## config.mk

```make
export PLATFORM = sky130hd
export DESIGN_NAME = sram_arbiter
export DESIGN_NICKNAME = d
export VERILOG_FILES = /design/src/rtl/zxuno_sram_pkg.sv /design/src/rtl/sram_grant_sel.sv /design/src/rtl/sram_arbiter.sv
export SDC_FILE = /design/constraint.sdc
export NUM_CORES = 1
export LEC_CHECK = 0
export ABC_AREA = 1
export CORE_AREA = 2 2 97 99
export DETAILED_ROUTE_END_ITERATION = 7
export DIE_AREA = 0 0 99 101
export HOLD_SLACK_MARGIN = 0.03
export PLACE_DENSITY_LB_ADDON = 0.25
export SLEW_MARGIN = 20
export SYNTH_ARGS = -nofsm -noshare
export SYNTH_HDL_FRONTEND = slang
export SYNTH_SLANG_ARGS = --single-unit
export TNS_END_PERCENT = 1
```

## constraint.sdc

```tcl
create_clock -name clk -period 2 [get_ports clk]
set_input_delay 0.3 -clock clk [delete_from_list [all_inputs] [get_ports clk]]
set_output_delay 0.3 -clock clk [all_outputs]
set_load 0.01 [all_outputs]
```

## src/rtl/zxuno_sram_pkg.sv

```systemverilog
// Shared types and defaults for the SRAM arbiter.
package zxuno_sram_pkg;

    // Access sequencer states
    typedef enum logic [1:0] {
        StIdle   = 2'd0,
        StSetup  = 2'd1,
        StAccess = 2'd2,
        StDone   = 2'd3
    } state_e;

    // Requester identifiers
    typedef enum logic [1:0] {
        ReqVid = 2'd0,
        ReqCpu = 2'd1,
        ReqDma = 2'd2
    } req_id_e;

    localparam int unsigned AccCyclesDefault   = 2;
    localparam int unsigned StarveLimitDefault = 8;

endpackage

```

## src/rtl/sram_grant_sel.sv

```systemverilog
// Priority selection between video, CPU and DMA, with DMA starvation promotion.
module sram_grant_sel
    import zxuno_sram_pkg::*;
#(
    parameter int unsigned STARVE_LIMIT = StarveLimitDefault
) (
    input  logic    clk,
    input  logic    rst_n,
    input  logic    vid_req,
    input  logic    cpu_req,
    input  logic    dma_req,
    input  logic    grant,     // a decision is being committed this cycle
    output logic    any_req,
    output req_id_e win_id
);

    localparam logic [3:0] Limit = 4'(STARVE_LIMIT);

    logic [3:0] starve_q, starve_d;
    logic       dma_first;

    // Winner selection: video always first; DMA jumps CPU once starved
    always_comb begin
        any_req   = vid_req | cpu_req | dma_req;
        dma_first = (starve_q == Limit);
        win_id    = ReqVid;
        if (vid_req) begin
            win_id = ReqVid;
        end else if (dma_first && dma_req) begin
            win_id = ReqDma;
        end else if (cpu_req) begin
            win_id = ReqCpu;
        end else if (dma_req) begin
            win_id = ReqDma;
        end
    end

    // Starve counter: count DMA losses, saturate at the limit, clear on a DMA win
    always_comb begin
        starve_d = starve_q;
        if (grant && dma_req) begin
            if (win_id == ReqDma) begin
                starve_d = '0;
            end else if (starve_q != Limit) begin
                starve_d = starve_q + 4'd1;
            end
        end
    end

    // Starve counter register
    always_ff @(posedge clk or negedge rst_n) begin
        if (!rst_n) begin
            starve_q <= '0;
        end else begin
            starve_q <= starve_d;
        end
    end

endmodule

```

## src/rtl/sram_arbiter.sv

```systemverilog
// Three-port arbiter sharing one asynchronous 8-bit SRAM (video, CPU, DMA).
module sram_arbiter
    import zxuno_sram_pkg::*;
#(
    parameter int unsigned ACC_CYCLES   = AccCyclesDefault,
    parameter int unsigned STARVE_LIMIT = StarveLimitDefault
) (
    input  logic        clk,
    input  logic        rst_n,
    input  logic        vid_req,
    input  logic [18:0] vid_addr,
    output logic        vid_ack,
    output logic [7:0]  vid_dout,
    input  logic        cpu_req,
    input  logic        cpu_we,
    input  logic [18:0] cpu_addr,
    input  logic [7:0]  cpu_din,
    output logic        cpu_ack,
    output logic [7:0]  cpu_dout,
    input  logic        dma_req,
    input  logic        dma_we,
    input  logic [18:0] dma_addr,
    input  logic [7:0]  dma_din,
    output logic        dma_ack,
    output logic [7:0]  dma_dout,
    output logic [18:0] sram_addr,
    output logic [7:0]  sram_wdata,
    output logic        sram_drive,
    input  logic [7:0]  sram_rdata,
    output logic        sram_we_n
);

    state_e      state_q, state_d;
    req_id_e     id_q, id_d, win_id;
    logic        we_q, we_d;
    logic [18:0] addr_q, addr_d;
    logic [7:0]  din_q, din_d;
    logic [2:0]  cnt_q, cnt_d;
    logic        grant, any_req, capture;
    logic        we_n_q, drive_q, vid_ack_q, cpu_ack_q, dma_ack_q;
    logic [7:0]  vid_dout_q, cpu_dout_q, dma_dout_q;

    sram_grant_sel #(
        .STARVE_LIMIT (STARVE_LIMIT)
    ) u_grant_sel (
        .clk     (clk),
        .rst_n   (rst_n),
        .vid_req (vid_req),
        .cpu_req (cpu_req),
        .dma_req (dma_req),
        .grant   (grant),
        .any_req (any_req),
        .win_id  (win_id)
    );

    // Next state and transaction latch
    always_comb begin
        state_d = state_q;
        cnt_d   = cnt_q;
        id_d    = id_q;
        we_d    = we_q;
        addr_d  = addr_q;
        din_d   = din_q;
        grant   = 1'b0;
        capture = 1'b0;
        unique case (state_q)
            StIdle: begin
                if (any_req) begin
                    grant   = 1'b1;
                    state_d = StSetup;
                    id_d    = win_id;
                    case (win_id)
                        ReqCpu: begin
                            we_d   = cpu_we;
                            addr_d = cpu_addr;
                            din_d  = cpu_din;
                        end
                        ReqDma: begin
                            we_d   = dma_we;
                            addr_d = dma_addr;
                            din_d  = dma_din;
                        end
                        default: begin
                            we_d   = 1'b0;
                            addr_d = vid_addr;
                            din_d  = '0;
                        end
                    endcase
                end
            end
            StSetup: begin
                state_d = StAccess;
                cnt_d   = '0;
            end
            StAccess: begin
                if (cnt_q == 3'(ACC_CYCLES - 1)) begin
                    state_d = StDone;
                    capture = ~we_q;
                end else begin
                    cnt_d = cnt_q + 3'd1;
                end
            end
            StDone: begin
                state_d = StIdle;
            end
            default: begin
                state_d = StIdle;
            end
        endcase
    end

    // State, latch and registered pad/ack outputs (decoded from next state so they never glitch)
    always_ff @(posedge clk or negedge rst_n) begin
        if (!rst_n) begin
            state_q   <= StIdle;
            cnt_q     <= '0;
            id_q      <= ReqVid;
            we_q      <= 1'b0;
            addr_q    <= '0;
            din_q     <= '0;
            we_n_q    <= 1'b1;
            drive_q   <= 1'b0;
            vid_ack_q <= 1'b0;
            cpu_ack_q <= 1'b0;
            dma_ack_q <= 1'b0;
        end else begin
            state_q   <= state_d;
            cnt_q     <= cnt_d;
            id_q      <= id_d;
            we_q      <= we_d;
            addr_q    <= addr_d;
            din_q     <= din_d;
            we_n_q    <= ~((state_d == StAccess) && we_d);
            drive_q   <= (state_d != StIdle) && we_d;
            vid_ack_q <= (state_d == StDone) && (id_d == ReqVid);
            cpu_ack_q <= (state_d == StDone) && (id_d == ReqCpu);
            dma_ack_q <= (state_d == StDone) && (id_d == ReqDma);
        end
    end

    // Read data sampled from the pad at the end of the last ACCESS cycle
    always_ff @(posedge clk or negedge rst_n) begin
        if (!rst_n) begin
            vid_dout_q <= '0;
            cpu_dout_q <= '0;
            dma_dout_q <= '0;
        end else if (capture) begin
            case (id_q)
                ReqVid:  vid_dout_q <= sram_rdata;
                ReqCpu:  cpu_dout_q <= sram_rdata;
                default: dma_dout_q <= sram_rdata;
            endcase
        end
    end

    assign sram_addr  = addr_q;
    assign sram_wdata = din_q;
    assign sram_drive = drive_q;
    assign sram_we_n  = we_n_q;
    assign vid_ack    = vid_ack_q;
    assign cpu_ack    = cpu_ack_q;
    assign dma_ack    = dma_ack_q;
    assign vid_dout   = vid_dout_q;
    assign cpu_dout   = cpu_dout_q;
    assign dma_dout   = dma_dout_q;

endmodule

```

; ---- Word-level counts from Yosys, hierarchy flattened
; Index checks and enable logic that the tools add are counted.
[classes]
n_eq_ne = 14
add_sub_neg = 2
bitwise_logic = 5
n_reduce_logical = 20
muxes = 22
[ops]
columns = op, count
row1 = 19-bit case mux with 2 select lines, 1
row2 = 2-bit 2-to-1 mux, 8
row3 = 8-bit case mux with 2 select lines, 1
row4 = "2-bit equality test, second input constant", 6
row5 = 2-bit AND reduction, 6
row6 = "2-bit by 1-bit equality test with 1-bit output, second input constant", 4
row7 = 4-bit 2-to-1 mux, 2
row8 = 2-bit case mux with 4 select lines, 1
row9 = 1-bit logical AND, 7
row10 = 2-bit zero test, 3
row11 = 1-bit 2-to-1 mux, 6
row12 = 3-bit case mux with 2 select lines, 1
row13 = 2-bit nonzero test, 3
row14 = "4-bit by 1-bit adder with 4-bit output, second input constant", 1
row15 = "4-bit equality test, second input constant", 1
row16 = "4-bit inequality test, second input constant", 1
row17 = "3-bit by 1-bit adder with 3-bit output, second input constant", 1
row18 = "3-bit by 1-bit equality test with 1-bit output, second input constant", 1
row19 = 3-bit 2-to-1 mux, 1
row20 = 1-bit inverter, 3
row21 = "2-bit inequality test, second input constant", 1
row22 = 1-bit bitwise OR, 2
row23 = 1-bit case mux with 2 select lines, 1
row24 = 2-bit OR reduction, 1
[totals]
ff_bits = 68
elab_cells = 78
output_inout_bits = 56

; ---- Depth between registers and ports, before layout
[logic_depth]
word_depth = 10
mapped_depth = 14
ltp_nobuf = 13

; ---- Modules after synthesis
; Synthesis repeated with hierarchy kept, for this count alone.
[hier_totals]
cells_unflattened = 433
area_unflattened_um2 = 3467.1
[modules_own_cells]
columns = mod, instances, area_each_um2, cells_each
row1 = sram_arbiter, 1, 3146.8, 389
row2 = sram_grant_sel, 1, 320.3, 44

; ---- Worst setup path after synthesis
; OpenSTA, ideal clock, no wires.
[synth_timing]
kind = reg-to-reg
start = register u_grant_sel.starve_q[0]
end = register addr_q[14], in the netlist sram_addr[14]
path_slack_ns = 0.125
synth_period_minus_slack_ns = 1.875
arrival_time_ns = 1.742
setup_ns = 0.133
path_stages_with_launch = 12
path_buffers = 2
required_time_ns = 1.867
path_cell_list = dfrtp_1 -> inv_1 -> ha_1 -> nand4_1 -> nand2_1 -> inv_1 -> ha_1 -> buf_2 -> buf_2 -> a21oi_1 -> a21oi_1 -> o21ai_0
[synth_via]
elab_chain_cells = 6
elab_cells_between_ends = 7
classes_between = 3 x eq/ne / 3 x mux / 1 x reduce/logical
[synth_lines]
columns = item, line
row1 = "start, declared", sram_grant_sel.sv:19  ; logic [3:0] starve_q, starve_d;
row2 = "start signal, assigned", sram_grant_sel.sv:55  ; starve_q <= starve_d;
row3 = 4-bit equality test (*), sram_grant_sel.sv:25  ; dma_first = (starve_q == Limit);
row4 = 1-bit logical AND (*), sram_grant_sel.sv:29  ; end else if (dma_first && dma_req) begin
row5 = 2-bit 2-to-1 mux (*), sram_grant_sel.sv:29
row6 = 2-bit 2-to-1 mux (*), sram_grant_sel.sv:27  ; if (vid_req) begin
row7 = 2-bit equality test / 2-bit by 1-bit equality test with 1-bit output (equally long branches), sram_arbiter.sv:72  ; case (win_id)
row8 = 19-bit case mux with 2 select lines (*), sram_arbiter.sv:72
row9 = "end signal, assigned", sram_arbiter.sv:131  ; addr_q <= addr_d;
row10 = "end, declared", sram_arbiter.sv:36  ; logic [18:0] addr_q, addr_d;
; Every way passes the cells marked *; elsewhere a longest branch is shown, timed or not.
; A chain may end at the register's enable or synchronous reset.

; ---- Final worst setup path
[layout_timing]
start = register u_grant_sel.starve_q[0]
end = register din_q[6], in the netlist sram_wdata[6]
[layout_via]
elab_chain_cells = 6
elab_cells_between_ends = 7
classes_between = 3 x eq/ne / 3 x mux / 1 x reduce/logical
[layout_lines]
columns = item, line
row1 = 4-bit equality test (*), sram_grant_sel.sv:25
row2 = 1-bit logical AND (*), sram_grant_sel.sv:29
row3 = 2-bit 2-to-1 mux (*), sram_grant_sel.sv:29
row4 = 2-bit 2-to-1 mux (*), sram_grant_sel.sv:27
row5 = 2-bit equality test / 2-bit by 1-bit equality test with 1-bit output (equally long branches), sram_arbiter.sv:72
row6 = 8-bit case mux with 2 select lines (*), sram_arbiter.sv:72
row7 = "end signal, assigned", sram_arbiter.sv:132  ; din_q <= din_d;
row8 = "end, declared", sram_arbiter.sv:37  ; logic [7:0] din_q, din_d;
; Marks and branches as above.

==> results_dict.tcl <==
set metrics [dict create \
    synth_top_area_cell "dfrtp_1" \
    use_met1_pct 23.71 \
    syn_nets 483 \
    top_usage_layer "met2" \
    setup-violations-final 0 \
    vias 3160 \
    cap_viol_max_count 0 \
    crit_top_cell "inv_2" \
    die_area_mm2 0.009999 \
    hold_class "reg2reg" \
    whs_path_depth 2 \
    post_dp_cell_area_mm2 0.004956 \
    antenna_found_initial 0 \
    gp_congestion 0.8443 \
    fin_area_mm2 0.005315 \
    grt_max_degree 39 \
    finalCriticalPeriod_ps 1893 \
    drc 0 \
    internal_power_uw 4354 \
    worstSetupPathType "reg2reg" \
    die_y_um 101 \
    clkPwrFrac_pct 20.6 \
    synth_area_mm2 0.003312 \
    core_area_mm2 0.008977 \
    syn_inst 385 \
    synth.distinct_cells 25 \
    path_cells "inv_2, ha_2, nand4_1, nand2_2, inv_2, ha_4, clkinv_1, buf_4, nand3_1, nand2_1" \
    cts_tree "done" \
    fp.dieW_um 99 \
    grt_pass1_vias 3073 \
    synth_seq_cells 68 \
    regArea_mm2 0.001703 \
    pwr-share-comb_pct 45.2 \
    cp_slowest_cell "dfrtp_1" \
    grt_pass1_wl_mm 14.82 \
    wl_per_cell_um 14.62 \
    root_buffer "clkbuf_8" \
    numCtsBuffers 9 \
    total_leakage_power_uw 0.002405 \
    clock_path_buffers 2 \
    switchingPower_uw 2348 \
    fin_skew_ps 5.680 \
    path_clk_slew_ps 80 \
    multi_input_comb_area_mm2 0.001440 \
    clkSinkCount 68 \
    viasPerCell 4.802 \
    portBuffers 143 \
    power.density_mw_per_mm2 1261 \
    r2r_end "sram_wdata[6]" \
    track_usage_pct 18.71 \
    min_to "cpu_dout[6]" \
    ant_nets 0 \
    max_slew.worst_pin.slew_ps 552.2 \
    clk_latency_ps 340 \
    power.share.switching_pct 35.04 \
    gr-total-overflow 0 \
    met2_usage_pct 29.99 \
    fin_crit_sh_pct 94.64 \
    hold_viol 0 \
    yosysTopAreaCellShare_pct 50.62 \
    n_antenna_cell 0 \
    syn2layout_area_growth_pct 60.48 \
    io_pins 144 \
    cp-start-kind "flop" \
    max_freq_mhz 528.3 \
    synth_warnings 0 \
    cp_data_arrival_time_ps 2120 \
    slew_headroom_pct 63.19 \
    endpoint_kind "flop" \
    crit_fanout 8 \
    slew_violations 0 \
    vdd_drop_max_v 0.0006518 \
    drtIter0Drc 98 \
    synth_area_per_cell_um2 8.602 \
    post_route_cells_drive_above_1_share_pct 12.61 \
    fillers 788 \
    finalNetCount 640 \
    start_util_pct 36.89 \
    worstPathRequired_ps 2230 \
    hpwlAfterDp_mm 7.044 \
    status "completed" \
    slowest_delay_ps 410 \
    rows 35 \
    firstDrtPassIters 4 \
    r2r_slack_ps 110 \
    grt_util_met3_pct 5.340 \
    dp_cells 637 \
    hold_start "cpu_dout[6]" \
    r2r_cells 10 \
    ys_seq_area_share_pct 51.42 \
    pwr-share-seq_pct 34.2 \
    htreeDepth 3 \
    instances_no_fill 658 \
    ys_top_cells_by_area "dfrtp_1 51%, nand2_1 15%, a21oi_1 6.3%, o21ai_2 4.2%, ha_1 3.8%" \
    wl_mm 9.619 \
    r2r_start "u_grant_sel.starve_q[0]" \
]
[cell usage in the layout, fill, tap and decap left out, drive strengths merged, types with 3 or more instances in the layout]
cell type,instances
clkdlybuf4s50,142
dfrtp,67
buf,19
nor2,8
a22o,8
nand4,3
clkinv,3
nand3b,3
a21oi,42
nand3,12
clkbuf,11
nand2,132
bufinv,3
inv,27
ha,10
o21ai,49
[synthesized netlist by cell type (all sizes together)]
| cell | instances |
|---|---|
| xor2 | 1 |
| clkinv | 1 |
| nand2 | 132 |
| dfstp | 1 |
| o22ai | 1 |
| clkbuf | 4 |
| o21bai | 2 |
| buf | 14 |
| nand3b | 3 |
| nand3 | 12 |
| inv | 26 |
| a21oi | 42 |
| o21ai | 49 |
| a22o | 8 |
| nor3 | 1 |
| ha | 10 |
| nand4 | 3 |
| nor2 | 8 |
| dfrtp | 67 |
[power by group through the flow]
stage / registers (uW) / clock network (uW) / logic (uW)
global route: 2370 / 1490 / 3370
floorplan: 2490 / 0 / 1290
detailed placement: 2310 / 0 / 2960
CTS: 2290 / 1420 / 2980
global placement: 2290 / 0 / 2910
finish: 2290 / 1380 / 3030
[metal layers]
layer	part of all wire (%)	wire [um]	up-vias
met2	46	4447	132
met1	42	4018	1428
met5	0	0	-
li1	-	-	1581
met4	2.2	211	0
met3	9.8	942	19
[repair_timing]
action	CTS	global route
pin swaps	0	2
endpoints found under the setup margin	3	34
resized for setup	3	13
hold buffers	1	0
hold endpoints to repair	18	0
setup buffers	0	2
cloned	0	2
[sequential cells by signal, indices dropped and copies added, names as in the netlist, 2 cells and up]
register and cells:
sram_addr 19, cpu_dout 8, dma_dout 8, sram_wdata 8, vid_dout 8, u_grant_sel.starve_q 4
cnt_q 3, id_q 2, state_q 2
[through the flow]
stage               utilization [%]  setup WS, ps  hold slack [ps]  TNS [ps]  power (uW)
finish                        59.21         107.2            482.2         0        6703
global placement              55.21        -47.50            314.3    -592.2        5193
detailed placement            55.21        -149.4            322.3     -1821        5271
global route                  59.21        -10.66            510.6    -43.73        7225
floorplan                         -         124.5            4.409         0        3780
CTS                           58.10         9.138            487.4         0        6693
[worst max-delay path, delay by kind of cell (launching register included)]
kind | cells | cell delay (ps)
fa+ha+maj | 2 | 500
flops | 1 | 410
simple gates | 4 | 440
buf+inv | 4 | 420
[final cells by class]
cell class,count,share of cell area [%]
multi-input combinational,272,27.10
clock buffer,9,2.331
clock inverter,7,2.331
timing repair buffer,164,31.69
tap,111,2.613
sequential,68,32.04
inverter,27,1.907
[kinds of logic (layout without fill, tap and decap cells)]
group | after synthesis | after routing | synth area share, %
AOI/OAI and AO/OA | 102 | 102 | 18.32
xor gates and xnor gates | 1 | 1 | 0.2645
and+or+nand+nor | 159 | 159 | 20.02
DFF | 68 | 68 | 51.42
buffers and inverters | 45 | 207 | 6.195
adders and majority gates | 10 | 10 | 3.778
[how the worst max path moves through the flow]
stage	start	to	cells past startpoint
2_1_floorplan	u_grant_sel.starve_q[0]	sram_addr[14]	11
3_3_place_gp	dma_req	sram_addr[16]	11
3_5_place_dp	cpu_req	sram_addr[1]	11
4_1_cts	u_grant_sel.starve_q[0]	sram_addr[16]	10
5_1_grt	u_grant_sel.starve_q[0]	sram_addr[5]	10
6_report	u_grant_sel.starve_q[0]	sram_wdata[6]	10
Power figures use the tool's default switching activity.
